$ cat src/rtl/udp_tx_pkg.sv
// udp_tx_arb shared types and defaults.
// Two-channel UDP transmit scheduler.
package udp_tx_pkg;

    typedef enum logic [4:0] {
        ST_IDLE  = 5'b00001,
        ST_REQ   = 5'b00010,
        ST_SEND  = 5'b00100,
        ST_DRAIN = 5'b01000,
        ST_GAP   = 5'b10000
    } tx_state_e;

    localparam int CH0 = 0;
    localparam int CH1 = 1;

    localparam logic [15:0] MAX_LEN_DEF = 16'd1472;
    localparam int ACK_TIMEOUT_DEF = 1000;
    localparam int IFG_DEF = 12;

    function automatic logic len_ok(
        input logic [15:0] len,
        input logic [15:0] max_len
    );
        return (len != 16'd0) && (len <= max_len);
    endfunction

endpackage

$ cat src/rtl/udp_tx_rr_sel.sv
// udp_tx_rr_sel: two-input round-robin picker.
// Keeps the last-served pointer; on a tie the other channel wins.
module udp_tx_rr_sel
    import udp_tx_pkg::*;
(
    input  logic       clk,
    input  logic       rstn,
    input  logic [1:0] req,
    input  logic       take,
    output logic [1:0] gnt
);

    logic last_q;
    logic last_d;

    // lone requester wins; on a tie the channel not served last wins
    always_comb begin
        gnt = req;
        if (req[CH0] && req[CH1]) begin
            gnt = last_q ? 2'b01 : 2'b10;
        end
    end

    // remember who was served when the grant is taken
    always_comb begin
        last_d = last_q;
        if (take && (gnt != 2'b00)) begin
            last_d = gnt[CH1];
        end
    end

    // pointer register; reset leaves ch1 as last so ch0 wins a tie
    always_ff @(posedge clk) begin
        if (!rstn) begin
            last_q <= 1'b1;
        end else begin
            last_q <= last_d;
        end
    end

endmodule

$ cat src/rtl/udp_tx_arb.sv
// udp_tx_arb: shares the UDP stack transmit port between two FIFOs.
// Grant, request/ack with timeout, byte streaming, then inter-packet gap.
module udp_tx_arb
    import udp_tx_pkg::*;
#(
    parameter logic [15:0] MAX_LEN     = MAX_LEN_DEF,
    parameter int          ACK_TIMEOUT = ACK_TIMEOUT_DEF,
    parameter int          IFG         = IFG_DEF
) (
    input  logic        app_tx_clk,
    input  logic        rstn,
    input  logic        ch0_req,
    input  logic        ch1_req,
    input  logic [15:0] ch0_len,
    input  logic [15:0] ch1_len,
    output logic        ch0_gnt,
    output logic        ch1_gnt,
    output logic        ch0_rd,
    output logic        ch1_rd,
    input  logic [7:0]  ch0_data,
    input  logic [7:0]  ch1_data,
    output logic        ch0_done,
    output logic        ch1_done,
    output logic        err,
    output logic        app_tx_data_request,
    output logic [15:0] app_tx_data_length,
    input  logic        app_tx_ack,
    output logic        app_tx_data_valid,
    output logic [7:0]  app_tx_data,
    output logic        busy
);

    localparam logic [15:0] TO_LAST  = 16'(ACK_TIMEOUT - 1);
    localparam logic [15:0] IFG_LAST = 16'(IFG - 1);

    tx_state_e   state_q, state_d;
    logic        sel_q, sel_d;
    logic        bad_q, bad_d;
    logic [15:0] len_q, len_d;
    logic [15:0] cnt_q, cnt_d;
    logic [1:0]  gnt_q, gnt_d;
    logic        rd_q, rd_d;
    logic        done_q, done_d;
    logic        err_q, err_d;
    logic        req_q, req_d;
    logic        vld_q, vld_d;

    logic [1:0]  pick;
    logic [15:0] pick_len;

    udp_tx_rr_sel u_rr (
        .clk  (app_tx_clk),
        .rstn (rstn),
        .req  ({ch1_req, ch0_req}),
        .take (state_q == ST_IDLE),
        .gnt  (pick)
    );

    assign pick_len = pick[CH1] ? ch1_len : ch0_len;

    // next-state and registered-output decode
    always_comb begin
        state_d = state_q;
        sel_d   = sel_q;
        bad_d   = bad_q;
        len_d   = len_q;
        cnt_d   = cnt_q;
        gnt_d   = 2'b00;
        rd_d    = 1'b0;
        done_d  = 1'b0;
        err_d   = 1'b0;
        req_d   = 1'b0;
        vld_d   = rd_q;
        unique case (state_q)
            ST_IDLE: begin
                if (pick != 2'b00) begin
                    sel_d   = pick[CH1];
                    len_d   = pick_len;
                    bad_d   = !len_ok(pick_len, MAX_LEN);
                    gnt_d   = pick;
                    req_d   = len_ok(pick_len, MAX_LEN);
                    cnt_d   = 16'd0;
                    state_d = ST_REQ;
                end
            end
            ST_REQ: begin
                cnt_d = cnt_q + 16'd1;
                if (bad_q) begin
                    done_d  = 1'b1;
                    err_d   = 1'b1;
                    cnt_d   = 16'd0;
                    state_d = ST_GAP;
                end else if (app_tx_ack) begin
                    rd_d    = 1'b1;
                    cnt_d   = 16'd0;
                    state_d = ST_SEND;
                end else if (cnt_q == TO_LAST) begin
                    done_d  = 1'b1;
                    err_d   = 1'b1;
                    cnt_d   = 16'd0;
                    state_d = ST_GAP;
                end else begin
                    req_d = 1'b1;
                end
            end
            ST_SEND: begin
                cnt_d = cnt_q + 16'd1;
                if (cnt_q == len_q - 16'd1) begin
                    done_d  = 1'b1;
                    cnt_d   = 16'd0;
                    state_d = ST_DRAIN;
                end else begin
                    rd_d = 1'b1;
                end
            end
            ST_DRAIN: begin
                cnt_d   = 16'd0;
                state_d = ST_GAP;
            end
            ST_GAP: begin
                cnt_d = cnt_q + 16'd1;
                if (cnt_q == IFG_LAST) begin
                    cnt_d   = 16'd0;
                    state_d = ST_IDLE;
                end
            end
            default: begin
                state_d = ST_IDLE;
            end
        endcase
    end

    // state and output registers; reset drops any packet in flight
    always_ff @(posedge app_tx_clk) begin
        if (!rstn) begin
            state_q <= ST_IDLE;
            sel_q   <= 1'b0;
            bad_q   <= 1'b0;
            len_q   <= 16'd0;
            cnt_q   <= 16'd0;
            gnt_q   <= 2'b00;
            rd_q    <= 1'b0;
            done_q  <= 1'b0;
            err_q   <= 1'b0;
            req_q   <= 1'b0;
            vld_q   <= 1'b0;
        end else begin
            state_q <= state_d;
            sel_q   <= sel_d;
            bad_q   <= bad_d;
            len_q   <= len_d;
            cnt_q   <= cnt_d;
            gnt_q   <= gnt_d;
            rd_q    <= rd_d;
            done_q  <= done_d;
            err_q   <= err_d;
            req_q   <= req_d;
            vld_q   <= vld_d;
        end
    end

    assign ch0_gnt             = gnt_q[CH0];
    assign ch1_gnt             = gnt_q[CH1];
    assign ch0_rd              = rd_q & ~sel_q;
    assign ch1_rd              = rd_q & sel_q;
    assign ch0_done            = done_q & ~sel_q;
    assign ch1_done            = done_q & sel_q;
    assign err                 = err_q;
    assign app_tx_data_request = req_q;
    assign app_tx_data_length  = len_q;
    assign app_tx_data_valid   = vld_q;
    assign app_tx_data         = vld_q ? (sel_q ? ch1_data : ch0_data) : 8'h00;
    assign busy                = (state_q != ST_IDLE);

endmodule

$ cat config.mk
export PLATFORM = sky130hd
export DESIGN_NAME = udp_tx_arb
export DESIGN_NICKNAME = d
export VERILOG_FILES = /design/src/rtl/udp_tx_pkg.sv /design/src/rtl/udp_tx_rr_sel.sv /design/src/rtl/udp_tx_arb.sv
export SDC_FILE = /design/constraint.sdc
export NUM_CORES = 1
export LEC_CHECK = 0
export CAP_MARGIN = 20
export CORE_MARGIN = 1
export CORE_UTILIZATION = 50
export CTS_CLUSTER_DIAMETER = 200
export CTS_CLUSTER_SIZE = 8
export DETAILED_ROUTE_END_ITERATION = 12
export DONT_BUFFER_PORTS = 1
export PLACE_DENSITY = 0.68
export SLEW_MARGIN = 20
export SYNTH_ARGS = -nofsm -noshare
export SYNTH_HDL_FRONTEND = slang
export SYNTH_SLANG_ARGS = --single-unit
$ cat constraint.sdc
create_clock -name app_tx_clk -period 2.5 [get_ports app_tx_clk]
set_input_delay 0.375 -clock app_tx_clk [delete_from_list [all_inputs] [get_ports app_tx_clk]]
set_output_delay 0.375 -clock app_tx_clk [all_outputs]
set_load 0.03 [all_outputs]
==> run_results.csv, run 1 <==
group,metric,value,unit
run_status,outcome,"finished with violations",
run_status,violations,"negative setup slack",
route,drt-total-wl,8080,um
yosys,yosysTopAreaCellShare,30.1,%
yosys,syn_area_per_cell,7.97,um2
clock_network,cts.path.max_buffers,2,
worst_setup_path,cp_data_arrival_time,2.69,ns
grt,grt.busiest_layer,"met2",
grt,grt_use_met2,40.3,%
layout,fill_cells,531,
power,vdd_ir_drop_max,0.453,mV
yosys,synthTopCellsByArea,"dfxtp_1 30%, mux2i_1 7.7%, nor2_1 5.9%",
yosys,synth-edff-count,0,
worst_setup_path,crit_chain,"inv_4 > ha_4 > nand4bb_1 > a211o_1 > or4b_4 > nor4_4 > buf_4 > a31oi_4 > nor3_2 > o32ai_1",
worst_setup_path,cp.depth,10,
worst_setup_path,required,2.68,ns
worst_setup_path,r2r-start,"app_tx_data_length[0]$_SDFFE_PN0P_",
layout,fin_nets,478,
grt,grt_usage,24.9,%
grt,grt_first_pass_wirelength,12700,um
power,powerDensity,696,nW/um2
route,ant_nets,0,
timing,fin_crit,2.51,ns
die,ios,87,
clock_network,cts_max_level,2,
timing,fin_crit_sh,100,%
worst_setup_path,end_kind,"register",
worst_setup_path,critical_path_class,"reg2reg",
yosys,syn_nets,447,
layout,final_cells,499,
worst_hold_path,hold_depth,1,
die,initial_core_util,52.4,%
route,drcViolationCount,0,
timing,hold_viol,0,
timing,max_slew.worst_pin.slew,0.603,ns
timing,fin_skew,0.0121,ns
timing,fmax,399,MHz
worst_setup_path,max_stage_delay,0.51,ns
timing,slew_headroom,59.7,%
timing,rsz0062_at_grt,"yes",
worst_setup_path,worst_setup_path_start_kind,"register",
grt,antenna_found_initial,0,
route,wire_per_inst,16.2,um
place,detailed_place_hpwl,6110,um
yosys,ys_async_sr_fraction,0,%
timing,timing.final.ws_setup,-0.00898,ns
timing,slew_viol_final,0,
yosys,syn_area,3120,um2
grt,grt.overflow.total,0,
clock_network,root_buffer,"clkbuf_8",
yosys,synthSimpleGateAreaFrac,29.3,%
worst_setup_path,rr_worst_depth,10,
worst_hold_path,hold_path_class,"in2reg",
layout,drive_gt1_share,19.3,%
die,die_h,81.0,um
place,port_buffers,0,
grt,use_met3,3.71,%
worst_setup_path,cp_max_fo,6,
die,dieArea,6570,um2
power,p_leak,1.40,nW
clock_network,holdBufCountCts,0,
yosys,synth_compound_area_share,20.8,%
yosys,yosys.area_share.adder,0.801,%
yosys,ys_types,58,
clock_network,cts_tree,"built",
worst_setup_path,r2r-end,"cnt_q[7]$_SDFFE_PN0P_",
route,dr.pass1.iters,4,
yosys,synthXorXnorAreaFrac,6.73,%
route,viasPerCell,6.14,
flow_run,cap_viol_max_count,0,
place,gp_congestion,0.867,
clock_network,cts_buffers,5,
grt,use_met1,34.4,%
clock_network,numClockSinks,47,
timing,setup_viol,3,
yosys,syn_inst,392,
yosys,synthMuxAreaShare,7.69,%
worst_setup_path,cp_top_family,"simple AND/OR/NAND/NOR gates",
place,place_ws,-0.120,ns
worst_setup_path,path_buf_inv,2,
place,post-place-cells,487,
layout,area_growth_syn_to_layout,19.7,%
worst_hold_path,hold_path_startpoint,"rstn",
die,rows,28,
layout,num_antenna_cells,0,
route,drt_iter0_markers,174,
yosys,ys.flop_type,"dfxtp_1",
yosys,yosys.area.top_type,"dfxtp_1",
worst_hold_path,min_to,"state_q[0]$_SDFFE_PN1P_",
yosys,synth_top_family_by_area,"simple AND/OR/NAND/NOR gates",
die,core,5960,um2
grt,grt_max_degree,35,
clock_network,clk_latency,0.31,ns
yosys,synth_seq_cells,47,
route,vias,3065,
worst_setup_path,crit_slowest_cell,"or4b_4",
yosys,yosysWarnings,0,
grt,first_global_vias,2710,
clock_network,path_clk_slew,0.10,ns
yosys,synth_seq_area_share,30.1,%
worst_setup_path,r2r_slack,-0.009,ns
die,die_w,81.0,um
==> state kept, by name, indices dropped and copies added (netlist names) <==
name / cells
app_tx_data_request: 1
bad_q: 1
sel_q: 1
u_rr.last_q: 1
gnt_q: 2
app_tx_data_valid: 1
cnt_q: 16
done_q: 1
app_tx_data_length: 16
rd_q: 1
state_q: 5
err: 1
==> per-layer routing <==
layer | vias to the layer above | wire [um]
met3 | 18 | 363
li1 | 1517 | -
met1 | 1427 | 3810
met5 | - | 0
met4 | 0 | 161
met2 | 103 | 3740
==> synth_stat cells (4+ instances only) <==
cell      number
a211oi_1      16
a21oi_1        8
and2_1         9
and3_1         7
buf_2          4
clkbuf_1      16
dfxtp_1       47
inv_1         11
mux2i_1       24
nand2_1       23
nand2b_1       7
nand3_1       13
nand4_1       10
nor2_1        49
nor2b_1       13
nor3_1        12
nor4_1        10
o211ai_1       6
o21ai_0       24
o311ai_0       5
o31ai_1        4
xnor2_1       14
xor2_1        10
==> area by class of cell <==
class	instances	area (um2)	share of cell area (%)
Clock buffer	5	68.8	1.84
Clock inverter	3	47.5	1.27
Multi-Input combinational cell	313	2180	58.3
Inverter	11	46.3	1.24
Timing Repair Buffer	45	354	9.47
Tap cell	75	93.8	2.51
Sequential cell	47	950	25.4
==> worst max-delay path by stage <==
stage                                                  start                endpoint
after floorplan           app_tx_data_length[0]$_SDFFE_PN0P_   cnt_q[8]$_SDFFE_PN0P_
after global placement    app_tx_data_length[0]$_SDFFE_PN0P_  cnt_q[14]$_SDFFE_PN0P_
after detailed placement  app_tx_data_length[0]$_SDFFE_PN0P_  cnt_q[12]$_SDFFE_PN0P_
after CTS                 app_tx_data_length[0]$_SDFFE_PN0P_   cnt_q[9]$_SDFFE_PN0P_
after global routing      app_tx_data_length[0]$_SDFFE_PN0P_  cnt_q[13]$_SDFFE_PN0P_
final                     app_tx_data_length[0]$_SDFFE_PN0P_   cnt_q[7]$_SDFFE_PN0P_
==> per-stage QoR <==
stage | setup TNS, ns | util, % | hold slack (ns) | total power, W | instance area (um2)
final | -0.0143 | 62.8 | 0.134 | 0.00260 | 3740
after global routing | -0.750 | 62.8 | 0.129 | 0.00274 | 3740
after CTS | -0.0293 | 61.6 | 0.134 | 0.00256 | 3670
after detailed placement | -0.763 | 58.7 | 0.454 | 0.00193 | 3500
after global placement | -0.00813 | 58.7 | 0.452 | 0.00191 | 3500
after floorplan | -0.00681 | - | 0.437 | 0.00166 | 3170
==> worst register-to-register path: cells and delay by family (launching register included) <==
family / cells / cell delay [ns]
fa+ha+maj: 1 / 0.15
buf+inv: 2 / 0.24
compound gates: 3 / 0.52
simple gates: 4 / 1.12
flops: 1 / 0.36
==> kinds of logic after synthesis <==
kind of cell,after synthesis
XOR/XNOR,24
flip-flops,47
multiplexers,24
AO/OA/AOI/OAI,92
adder cells (fa/ha/maj),2
buffers and inverters,33
AND/OR/NAND/NOR,170
==> power by group <==
part	switching [W]	leakage (nW)	internal, W
registers	0.000118	0.386	0.000823
logic	0.000618	0.960	0.000456
clock network	0.000282	0.0587	0.000303
==> cell usage in the layout (no fill, tap or decap), types with 3 or more instances in the layout <==
| cell | Yosys | final |
|---|---|---|
| nor2_1 | 49 | 48 |
| dfxtp_1 | 47 | 44 |
| buf_4 | 0 | 43 |
| mux2i_1 | 24 | 24 |
| nand2_1 | 23 | 23 |
| o21ai_0 | 24 | 22 |
| a211oi_1 | 16 | 16 |
| xnor2_1 | 14 | 14 |
| nor2b_1 | 13 | 13 |
| nand3_1 | 13 | 13 |
| nor3_1 | 12 | 11 |
| nand4_1 | 10 | 10 |
| xor2_1 | 10 | 10 |
| inv_1 | 11 | 9 |
| and2_1 | 9 | 9 |
| a21oi_1 | 8 | 8 |
| and3_1 | 7 | 7 |
| nor4_1 | 10 | 7 |
| nand2b_1 | 7 | 7 |
| o211ai_1 | 6 | 6 |
| o311ai_2 | 1 | 5 |
| clkbuf_8 | 0 | 5 |
| o31ai_1 | 4 | 4 |
| and4_1 | 3 | 3 |
| nor4_2 | 1 | 3 |
| a31oi_1 | 3 | 3 |
==> repair_timing <==
action,4_1_cts,5_1_grt
pin swaps,2,7
buffers inserted,1,2
resized for setup,8,13
setup endpoints to repair,10,14
gates cloned,1,0
Note: power is estimated with default switching activity, not from simulation.
==> run 2, diff against run 1 <==
- ABC_AREA: default -> 1
- CORE_UTILIZATION: 50 -> 56
- PLACE_DENSITY: 0.68 -> 0.74
==> run_results.csv, run 2 <==
group,metric,value,unit
run_status,outcome,"finished clean",
yosys,syn_area,3180,um2
yosys,yosys.area_share.adder,0.787,%
timing,rsz0062_at_grt,"no",
grt,use_met1,34.0,%
yosys,synthSimpleGateAreaFrac,41.3,%
power,vdd_ir_drop_max,0.657,mV
clock_network,postCtsSetupBuffers,0,
layout,finalInstanceArea,3320,um2
worst_setup_path,crit_chain,"inv_1 > ha_1 > nand2_1 > nor2_1 > nand2_1 > nand2_1 > nand3_1 > nand2_1 > nand4_1 > nor2_1 > nand2_2 > nand2_4 > nand2_4 > nand2_1 > a21oi_1",
place,port_buffers,0,
grt,grt.busiest_layer,"met2",
layout,drive_gt1_share,7.95,%
yosys,synth_seq_cells,47,
worst_setup_path,cp_top_family,"simple AND/OR/NAND/NOR gates",
flow_run,cap_viol_max_count,0,
yosys,syn_area_per_cell,6.12,um2
yosys,ys_async_sr_fraction,0,%
yosys,synth-edff-count,0,
die,die_h,77.4,um
worst_setup_path,end_kind,"register",
grt,grt.overflow.total,0,
die,dieArea,5980,um2
worst_hold_path,hold_path_class,"in2reg",
layout,area_growth_syn_to_layout,4.45,%
grt,grt_usage,27.2,%
timing,setup_tns,0,ns
power,power_frac_seq,35.7,%
route,drt-total-wl,7880,um
grt,first_global_vias,2914,
yosys,syn_nets,575,
yosys,syn_inst,520,
clock_network,cts_resized,0,
yosys,yosys.area.top_type,"dfxtp_1",
clock_network,root_buffer,"clkbuf_8",
clock_network,cts.path.max_buffers,2,
worst_setup_path,crit_slowest_cell,"dfxtp_1",
place,post-place-cells,581,
route,viasPerCell,5.33,
die,initial_core_util,57.8,%
timing,slew_viol_final,0,
clock_network,holdBufCountCts,0,
clock_network,cts_max_level,2,
yosys,ys_types,35,
route,dr.pass1.iters,4,
worst_setup_path,crit_top_cell,"nand2_1",
yosys,yosysTopAreaCellShare,29.6,%
route,vias,3133,
clock_network,clk_latency,0.30,ns
yosys,synth_seq_area_share,29.6,%
grt,use_met3,5.65,%
yosys,synthXorXnorAreaFrac,5.51,%
route,wire_per_inst,13.4,um
power,switching_share,52.4,%
power,p_clk_share,12.7,%
yosys,ys.flop_type,"dfxtp_1",
power,p_leak,1.55,nW
timing,fmax,462,MHz
timing,fin_crit_sh,86.5,%
layout,layout_common_cells,"148 x nand2_1, 67 x nor2_1, 60 x inv_1, 47 x dfxtp_1, 32 x o21ai_0",
timing,fin_crit,2.16,ns
die,ios,87,
place,place_area,3230,um2
yosys,ys_top_cells_by_count,"148 x nand2_1, 67 x nor2_1, 60 x inv_1, 47 x dfxtp_1, 32 x o21ai_0",
layout,num_antenna_cells,0,
power,powerDensity,1120,nW/um2
die,core,5510,um2
clock_network,path_clk_slew,0.09,ns
grt,grt_use_met2,46.5,%
clock_network,cts_tree,"built",
worst_setup_path,max_stage_delay,0.32,ns
layout,layout_commonest_cell,"nand2_1",
yosys,synth_top_family_by_area,"simple AND/OR/NAND/NOR gates",
layout,final_cells,588,
die,die_w,77.4,um
route,ant_nets,0,
timing,slew_headroom,63.2,%
yosys,synthMuxAreaShare,0.315,%
worst_setup_path,critical_path_class,"reg2reg",
power,p_int,0.00176,W
grt,grt_first_pass_wirelength,13100,um
yosys,yosysWarnings,0,
place,gp_congestion,0.883,
route,drcViolationCount,0,
grt,grt_max_degree,29,
timing,hold_viol,0,
timing,setup_viol,0,
yosys,synthTopCellsByArea,"dfxtp_1 30%, nand2_1 17%, nor2_1 7.9%",
place,detailed_place_hpwl,6030,um
timing,max_slew.worst_pin.slew,0.550,ns
worst_setup_path,path_buf_inv,1,
grt,antenna_found_initial,0,
clock_network,numClockSinks,47,
timing,fin_skew,0.0101,ns
timing,fin_hold_ws,0.154,ns
layout,fin_nets,571,
clock_network,cts_buffers,5,
worst_setup_path,cp_data_arrival_time,2.32,ns
yosys,synth.most_common_cell,"nand2_1",
power,switching_power,0.00194,W
route,drt_iter0_markers,187,
worst_setup_path,required,2.66,ns
power,comb_power_share,51.6,%
die,rows,27,
worst_setup_path,worst_setup_path_start_kind,"register",
yosys,synth_compound_area_share,12.5,%
worst_setup_path,cp_max_fo,16,
[run 2: cell families after synthesis]
logic type               Yosys count
AO/OA/AOI/OAI                     74
multiplexers                       1
XOR/XNOR                          20
flip-flops                        47
adder cells (fa/ha/maj)            2
AND/OR/NAND/NOR                  296
buffers and inverters             80
[run 2: worst paths after layout]
check,startpoint,end,slack (ns),cells past startpoint
worst max-delay path,app_tx_data_length[0]$_SDFFE_PN0P_,cnt_q[3]$_SDFFE_PN0P_,0.34,15
worst min-delay path,rstn,u_rr.last_q$_SDFFE_PN1P_,0.15,1
worst max register to register,app_tx_data_length[0]$_SDFFE_PN0P_,cnt_q[3]$_SDFFE_PN0P_,0.34,15
worst min register to register,rd_q$_SDFF_PN0_,app_tx_data_valid$_SDFF_PN0_,0.46,2
[run 2: worst register-to-register path, cell delays in order (launching register included)]
cell and delay [ns]:
dfxtp_1 0.32, inv_1 0.14, ha_1 0.21, nand2_1 0.11, nor2_1 0.20, nand2_1 0.10
nand2_1 0.07, nand3_1 0.06, nand2_1 0.07, nand4_1 0.09, nor2_1 0.17, nand2_2 0.08
nand2_4 0.10, nand2_4 0.13, nand2_1 0.09, a21oi_1 0.07
[run 2: routing by layer]
layer	share of wire (%)	wire length (um)
met5	0	0
met4	1.9	151
met3	6.6	518
met2	47	3700
met1	44	3510
[run 2: through the flow]
step / worst slack, ns / total power (W) / util (%)
floorplan: 0.304 / 0.00280 / -
global placement: 0.404 / 0.00319 / 58.7
detailed placement: 0.359 / 0.00322 / 58.7
CTS: 0.346 / 0.00369 / 60.3
global route: 0.0571 / 0.00404 / 60.3
finish: 0.337 / 0.00370 / 60.3
[run 2: cell type report]
type	instances	area (um2)
fillers	531	2180
multi-input cells	393	1920
flip-flops and latches	47	941
inverters	63	236
well taps	72	90.1
clock buffers	6	82.6
repair buffers	6	45.0
clock inverters	1	5.00
[run 2: power groups by stage]
stage / Sequential (W) / Combinational (W) / Clock, W
3_3_place_gp: 0.00133 / 0.00185 / 0
3_5_place_dp: 0.00134 / 0.00188 / 0
5_1_grt: 0.00135 / 0.00218 / 0.000504
6_report: 0.00132 / 0.00191 / 0.000471
2_1_floorplan: 0.00132 / 0.00147 / 0
4_1_cts: 0.00132 / 0.00190 / 0.000475
==> run 3, diff against run 2 <==
- ABC_AREA: 1 -> 0
==> run_results.csv, run 3 (synthesized netlist as in run 1, its figures left out) <==
group,metric,value,unit
run_status,outcome,"finished with violations",
run_status,violations,"negative setup slack",
clock_network,cts.path.max_buffers,2,
timing,fin_hold_ws,0.138,ns
die,die_w,76.7,um
timing,slew_headroom,59.9,%
worst_setup_path,cp_max_fo,7,
grt,grt_first_pass_wirelength,12700,um
power,vdd_ir_drop_max,0.421,mV
die,ios,87,
clock_network,cts_tree,"built",
place,gp_congestion,0.899,
layout,finalInstanceArea,3760,um2
timing,slew_viol_final,0,
worst_setup_path,r2r-end,"cnt_q[14]$_SDFFE_PN0P_",
timing,fin_skew,0.00635,ns
clock_network,clk_latency,0.31,ns
clock_network,numClockSinks,47,
place,post-place-cells,488,
timing,hold_viol,0,
grt,first_global_vias,2832,
route,drt-total-wl,8080,um
worst_setup_path,r2r-start,"app_tx_data_length[0]$_SDFFE_PN0P_",
worst_hold_path,hold_depth,1,
clock_network,holdBufCountCts,0,
die,die_h,76.7,um
clock_network,root_buffer,"clkbuf_8",
worst_setup_path,cp_data_arrival_time,2.71,ns
layout,drive_gt1_share,21.3,%
power,p_leak,1.42,nW
worst_hold_path,hold_path_startpoint,"rstn",
die,rows,26,
layout,area_growth_syn_to_layout,20.4,%
grt,grt.overflow.total,0,
worst_setup_path,required,2.69,ns
worst_setup_path,rr_worst_depth,10,
die,dieArea,5880,um2
place,place_ws,-0.0319,ns
worst_setup_path,worst_setup_path_start_kind,"register",
grt,grt_max_degree,35,
worst_setup_path,r2r_slack,-0.01,ns
die,initial_core_util,59.6,%
route,dr.pass1.iters,5,
route,drt_iter0_markers,185,
timing,setup_viol,2,
clock_network,cts_buffers,5,
place,port_buffers,0,
clock_network,cts_max_level,2,
die,core,5240,um2
route,viasPerCell,6.09,
clock_network,path_clk_slew,0.10,ns
route,wire_per_inst,16.1,um
timing,fin_crit,2.51,ns
power,powerDensity,678,nW/um2
flow_run,cap_viol_max_count,0,
timing,max_slew.worst_pin.slew,0.600,ns
timing,timing.final.ws_setup,-0.0143,ns
worst_hold_path,min_to,"state_q[0]$_SDFFE_PN1P_",
layout,fin_nets,485,
grt,antenna_found_initial,0,
layout,layout_commonest_cell,"buf_4",
layout,num_antenna_cells,0,
route,ant_nets,0,
place,place_area,3540,um2
route,drcViolationCount,0,
layout,layout_common_cells,"49 x buf_4, 47 x nor2_1, 42 x dfxtp_1, 24 x mux2i_1, 23 x nand2_1",
worst_setup_path,end_kind,"register",
layout,final_cells,501,
route,vias,3049,
layout,fill_cells,410,
worst_hold_path,hold_path_class,"in2reg",
place,detailed_place_hpwl,5860,um
timing,fmax,398,MHz
timing,rsz0062_at_grt,"yes",
worst_setup_path,critical_path_class,"reg2reg",
timing,fin_crit_sh,101,%
grt,grt_usage,26.9,%
run 3: cell count changes in the layout (fill, tap and decap cells not counted), sizes merged, moves of 13 or more:
cell,previous run,this run
a21oi,30,8
buf,6,52
inv,62,13
mux2i,1,24
nand2,153,23
nor2,77,49
nor2b,0,13
run 3: critical path, stage by stage, from the launching register on:
cell and delay (ns):
dfxtp_4 0.38, inv_4 0.04, ha_4 0.22, xnor2_1 0.12, a211o_1 0.23, or4b_4 0.50
nor4_4 0.15, buf_4 0.19, a31oi_4 0.15, o311ai_2 0.31, o31ai_1 0.12
run 3: worst max path at each step:
stage	start	cells past startpoint	endpoint
final	app_tx_data_length[0]$_SDFFE_PN0P_	10	cnt_q[14]$_SDFFE_PN0P_
after global routing	app_tx_data_length[0]$_SDFFE_PN0P_	10	cnt_q[14]$_SDFFE_PN0P_
after CTS	app_tx_data_length[0]$_SDFFE_PN0P_	10	cnt_q[7]$_SDFFE_PN0P_
after detailed placement	app_tx_data_length[0]$_SDFFE_PN0P_	9	cnt_q[14]$_SDFFE_PN0P_
after global placement	app_tx_data_length[0]$_SDFFE_PN0P_	9	cnt_q[14]$_SDFFE_PN0P_
after floorplan	app_tx_data_length[0]$_SDFFE_PN0P_	10	cnt_q[8]$_SDFFE_PN0P_
run 3: per-layer routing:
| metal | global-route usage [%] | vias to the layer above | share of wire (%) |
|---|---|---|---|
| li1 | - | 1529 | - |
| met1 | 35.4 | 1381 | 45 |
| met2 | 44.1 | 122 | 47 |
| met3 | 4.64 | 17 | 6.2 |
| met4 | 9.04 | 0 | 1.5 |
| met5 | 0 | - | 0 |
run 3: what timing repair did:
item,CTS,global route
setup buffers,1,3
resized for setup,4,25
pin swaps,3,4
cloned,1,0
endpoints found under the setup margin,10,16
run 3: metrics by stage:
step,TNS [ns],utilization (%),power (W)
global route,-1.30,71.8,0.00270
global placement,-0.00206,67.5,0.00194
CTS,0,70.1,0.00249
floorplan,-0.00681,-,0.00166
detailed placement,-0.126,67.5,0.00196
finish,-0.0157,71.8,0.00255
run 3: cell type report:
| class | count | area (um2) | share of cell area, % |
|---|---|---|---|
| clock buffers | 5 | 68.8 | 1.83 |
| clock inverters | 3 | 26.3 | 0.699 |
| inverters | 11 | 43.8 | 1.17 |
| multi-input cells | 313 | 2170 | 57.7 |
| flip-flops and latches | 47 | 952 | 25.3 |
| well taps | 70 | 87.6 | 2.33 |
| repair buffers | 52 | 410 | 10.9 |
run 3: where the power goes:
part	switching, W	internal, W
combinational	0.000622	0.000489
clock	0.000286	0.000206
sequential	0.000121	0.000825
total	0.00103	0.00152
